`config.mk`:
```
export PLATFORM = sky130hd
export DESIGN_NAME = adder_result_acc
export DESIGN_NICKNAME = d
export VERILOG_FILES = /design/src/rtl/adder_pkg.sv /design/src/rtl/sat_add.sv /design/src/rtl/adder_result_acc.sv
export SDC_FILE = /design/constraint.sdc
export NUM_CORES = 1
export LEC_CHECK = 0
export BUFFER_PORTS_ARGS = -buffer_cell sky130_fd_sc_hd__buf_2
export CORE_UTILIZATION = 51
export CTS_BUF_LIST = sky130_fd_sc_hd__clkbuf_4 sky130_fd_sc_hd__clkbuf_8
export DETAILED_ROUTE_END_ITERATION = 8
export GPL_TIMING_DRIVEN = 0
export PLACE_DENSITY = 0.81
export SYNTH_ARGS = -nofsm -noshare
export SYNTH_HDL_FRONTEND = slang
export SYNTH_SLANG_ARGS = --single-unit
export TNS_END_PERCENT = 5
```
`constraint.sdc`:
```
create_clock -name clk -period 1.6 [get_ports clk]
set_input_delay 0.24 -clock clk [delete_from_list [all_inputs] [get_ports clk]]
set_output_delay 0.24 -clock clk [all_outputs]
set_load 0.01 [all_outputs]
```
`src/rtl/adder_pkg.sv`:
```
// adder_pkg: shared state type and default sizing for the adder result accumulator.
package adder_pkg;
   typedef enum logic {ACC, DONE} acc_state_t;
   localparam int ADDER_DW      = 4;
   localparam int ACC_N_SAMPLES = 4;
   localparam int ACC_W_DEFAULT = 8;
endpackage

```
`src/rtl/sat_add.sv`:
```
// sat_add: unsigned add that clamps to all ones and flags when it does.
module sat_add #(
   parameter int W = 8
) (
   input  logic [W-1:0] a,
   input  logic [W-1:0] b,
   output logic [W-1:0] y,
   output logic         sat
);
   logic [W:0] w_sum;
   always_comb begin
      w_sum = {1'b0, a} + {1'b0, b};
      sat   = w_sum[W];
      y     = w_sum[W] ? '1 : w_sum[W-1:0];
   end
endmodule

```
`src/rtl/adder_result_acc.sv`:
```
// adder_result_acc: sums N_SAMPLES {co,sum} adder results into a saturating total
// and offers it on a registered valid/ready port.
module adder_result_acc
   import adder_pkg::*;
#(
   parameter int DW        = ADDER_DW,
   parameter int N_SAMPLES = ACC_N_SAMPLES,
   parameter int ACC_W     = ACC_W_DEFAULT
) (
   input  logic             clk,
   input  logic             rst,
   input  logic             in_valid,
   output logic             in_ready,
   input  logic [DW-1:0]    in_sum,
   input  logic             in_co,
   output logic             out_valid,
   input  logic             out_ready,
   output logic [ACC_W-1:0] out_acc,
   output logic             out_ovf
);
   localparam int CW = $clog2(N_SAMPLES + 1);
   acc_state_t       r_state;
   logic [CW-1:0]    r_cnt;
   logic [ACC_W-1:0] r_acc;
   logic [ACC_W-1:0] r_out_acc;
   logic             r_ovf;
   logic             r_out_ovf;
   logic [ACC_W-1:0] w_v;
   logic [ACC_W-1:0] w_y;
   logic             w_sat;
   logic             w_last;
   assign w_v    = ACC_W'({in_co, in_sum});
   assign w_last = r_cnt == CW'(N_SAMPLES - 1);
   sat_add #(.W(ACC_W)) u_sat (
      .a  (r_acc),
      .b  (w_v),
      .y  (w_y),
      .sat(w_sat)
   );
   always_ff @(posedge clk) begin
      if (rst) begin
         r_state   <= ACC;
         r_cnt     <= '0;
         r_acc     <= '0;
         r_ovf     <= 1'b0;
         r_out_acc <= '0;
         r_out_ovf <= 1'b0;
      end else if (r_state == ACC) begin
         if (in_valid) begin
            r_acc <= w_y;
            r_ovf <= r_ovf | w_sat;
            r_cnt <= r_cnt + CW'(1);
            if (w_last) begin
               r_state   <= DONE;
               r_out_acc <= w_y;
               r_out_ovf <= r_ovf | w_sat;
            end
         end
      end else if (out_ready) begin
         // out_acc/out_ovf deliberately keep their last values
         r_state <= ACC;
         r_cnt   <= '0;
         r_acc   <= '0;
         r_ovf   <= 1'b0;
      end
   end
   assign in_ready  = r_state == ACC;
   assign out_valid = r_state == DONE;
   assign out_acc   = r_out_acc;
   assign out_ovf   = r_out_ovf;
endmodule

```
==> impl_metrics.py <==
metrics = {
    "yosys": {
        "ys_warn_count": 0,
        "yosysUniqueCellTypes": 41,
        "syn-num-nets": 148,
        "synth_edf_count": 0,
        "yosysSeqAreaShare_pct": 38.0,
        "synth_area_um2": 1160,
        "yosys_register_bits": 22,
        "syn_inst": 131,
        "syn_area_per_cell_um2": 8.85,
        "async_flop_share_pct": 0,
        "synth_ff_type": "dfxtp_1",
    },
    "routing": {
        "drtPass1Iterations": 4,
        "vias": 1167,
        "ant_nets": 0,
        "wl_per_cell_um": 16.8,
        "viasPerCell": 6.21,
        "drc": 0,
        "drt_iter0_drc": 42,
        "drt-total-wl_mm": 3.16,
    },
    "grt": {
        "antenna_found_initial": 0,
        "grt_start_max_net_pins": 14,
        "track_usage_pct": 27.7,
        "grt_pass1_vias": 1095,
        "grt_overflow": 0,
        "grt_pass1_wl_mm": 5.14,
    },
    "timing": {
        "drv_slew": 0,
        "timing.fmax_ghz": 0.525,
        "hold_viol": 0,
        "hold_slack_ps": 228,
        "fin_ws_ps": -305,
        "worst_slew_pin_slew_ps": 706,
        "min_period_ps": 1900,
        "rsz0062_at_grt": "yes",
        "setup_violations": 18,
        "max_slew_margin_pct": 52.9,
        "timing.final.crit_share_pct": 119,
        "fin_skew_ps": 14.1,
    },
    "power_and_ir_drop": {
        "combPwrFrac_pct": 26.3,
        "seqPwrFrac_pct": 42.8,
        "p_sw_w": 0.000394,
        "switching_share_pct": 28.5,
        "power_frac_clock_pct": 30.9,
        "p_leak_nw": 0.626,
        "peakVddDrop_uv": 893,
        "power_density_nw_per_um2": 908,
        "intPower_w": 0.000988,
    },
    "setup_path": {
        "cp_common_cell": "buf_4",
        "rr_endpoint": "out_acc[5]",
        "critPathArrivalTime_ps": 2110,
        "path_cells": "ha_4, fa_2, a211oi_4, o21bai_4, buf_4, buf_4, nand2_4, a311oi_2",
        "crit_start": "r_acc[0]",
        "r2r-start": "r_acc[0]",
        "rrSetupSlack_ps": -300,
        "end_kind": "flop",
        "start_kind": "flop",
        "cp_max_fo": 4,
        "cp_top_family": "adder cells",
        "worstSetupPathType": "reg -> reg",
        "max_stage_delay_ps": 420,
        "critical-path-slowest-cell": "fa_2",
        "reg2reg_depth": 8,
        "critPathCapture": "out_acc[5]",
        "path_buf_inv": 2,
        "cp_num_cells": 8,
        "worstPathRequired_ps": 1800,
    },
    "die": {
        "fp.dieH_um": 49.7,
        "start_util_pct": 56.8,
        "dieArea_um2": 2470,
        "io-pin-count": 20,
        "die_x_um": 49.7,
        "coreArea_um2": 2040,
        "num_rows": 16,
    },
    "place": {
        "gp_congestion": 0.893,
        "port_buffers": 19,
        "place_inst": 177,
        "dp_hpwl_mm": 2.02,
    },
    "clock_network": {
        "cts_tree": "yes",
        "numCtsBuffers": 3,
        "insertion_delay_ps": 320,
        "htree_num_levels": 1,
        "clk_pin_slew_ps": 130,
        "clk_path_buf_depth": 2,
        "cts_root_buf": "clkbuf_4",
        "clkSinkCount": 22,
        "cts_hold_buf": 0,
    },
    "finish": {
        "num-nets-final": 179,
        "n_antenna_cell": 0,
        "drive_gt1_share_pct": 36.0,
        "stdcell_count": 188,
        "synthToLayoutAreaGrowth_pct": 31.2,
    },
    "hold_path": {
        "hold_class": "in -> reg",
        "min_path_cells": 3,
        "worstHoldStart": "out_ready",
    },
    "status": {
        "status": "finished, violations left",
        "violations": "setup timing",
    },
    "job": {
        "drv_cap": 0,
    },
}
-- cells by family (layout without fill, tap and decap cells) --
kind of cell,count (synthesis),in the layout,synth area share (%)
compound gates,45,45,29.0
xor+xnor,2,2,1.51
fa+ha+maj,8,8,9.28
buf+inv,11,41,3.77
flops,22,22,38.0
mux,1,1,0.863
simple gates,42,42,17.6
-- cell type report --
| cell class | instances | area [µm²] |
|---|---|---|
| plain buffers | 5 | 21.3 |
| clock buffers | 3 | 22.5 |
| clock inverters | 1 | 30.0 |
| fillers | 158 | 520 |
| inverters | 6 | 22.5 |
| multi-input cells | 98 | 798 |
| flip-flops and latches | 22 | 442 |
| well taps | 27 | 33.8 |
| repair buffers | 26 | 151 |
-- per-layer routing --
metal	up-vias	part of all wire (%)	track usage, %
li1	541	-	-
met1	555	40	31.4
met2	61	51	50.9
met3	10	6.3	5.86
met4	0	2.8	9.05
met5	-	0	0
-- worst min-delay path by stage --
stage / to / slack [ps]
floorplan: out_valid / 420
global route: out_valid / 220
CTS: out_valid / 230
global placement: r_acc[0] / 440
detailed placement: r_acc[2] / 450
finish: out_valid / 230
-- tightest hold or removal path, delay by kind of cell --
kind / cells / cell delay [ps]
buffers and inverters: 1 / 100
and+or+nand+nor: 1 / 100
AOI/OAI and AO/OA: 1 / 60
-- power groups by stage --
| stage | clock (W) | sequential [W] | combinational (W) |
|---|---|---|---|
| 6_report | 0.000427 | 0.000591 | 0.000363 |
| 5_1_grt | 0.000456 | 0.000594 | 0.000386 |
| 4_1_cts | 0.000429 | 0.000590 | 0.000323 |
| 3_5_place_dp | 0 | 0.000599 | 0.000246 |
| 3_3_place_gp | 0 | 0.000599 | 0.000232 |
| 2_1_floorplan | 0 | 0.000597 | 0.000185 |
-- layout by cell type, fill, tap and decap left out, types with 4 or more instances in the layout --
| master | n |
|---|---|
| inv_1 | 6 |
| a211oi_1 | 6 |
| buf_4 | 6 |
| o21ai_1 | 6 |
| ha_1 | 4 |
| dfxtp_1 | 21 |
| nand2_1 | 11 |
| nor2_1 | 15 |
| buf_2 | 20 |
| a21oi_1 | 8 |
-- synthesized netlist by cell type, types with 2 or more instances --
cell type	count	area, µm²
nand3_1	2	10.0
ha_1	7	87.6
o31ai_1	2	15.0
nand2b_1	3	18.8
nor2_1	16	60.1
a21o_1	2	15.0
dfxtp_1	22	440
clkbuf_1	3	11.3
inv_1	6	22.5
a21oi_1	12	60.1
and3_1	3	18.8
a211oi_1	6	45.0
a22oi_1	3	22.5
nand3b_1	2	15.0
nand2_1	12	45.0
o21ai_0	5	25.0
-- registers in the layout, summed over array words and instances, names as in the netlist --
name and flops:
out_valid 1, r_ovf 1, r_acc 8, r_cnt 3, out_acc 8, out_ovf 1
-- metrics by stage --
step / worst slack [ps] / utilization [%] / TNS, ps / cell area [µm²] / total power [W]
finish: -305 / 74.5 / -4950 / 1520 / 0.00138
global route: -341 / 74.5 / -5520 / 1520 / 0.00144
CTS: -293 / 72.7 / -3350 / 1480 / 0.00134
floorplan: -100 / - / -778 / 1170 / 0.000782
detailed placement: -346 / 63.6 / -4790 / 1300 / 0.000846
global placement: -291 / 63.6 / -4070 / 1300 / 0.000830
-- what timing repair did --
item                                    4_1_cts  5_1_grt
endpoints found under the setup margin       18       18
buffers inserted                              5        2
pin swaps                                    16        8
gates resized for setup                      24        5
Power figures use the tool's default switching activity.
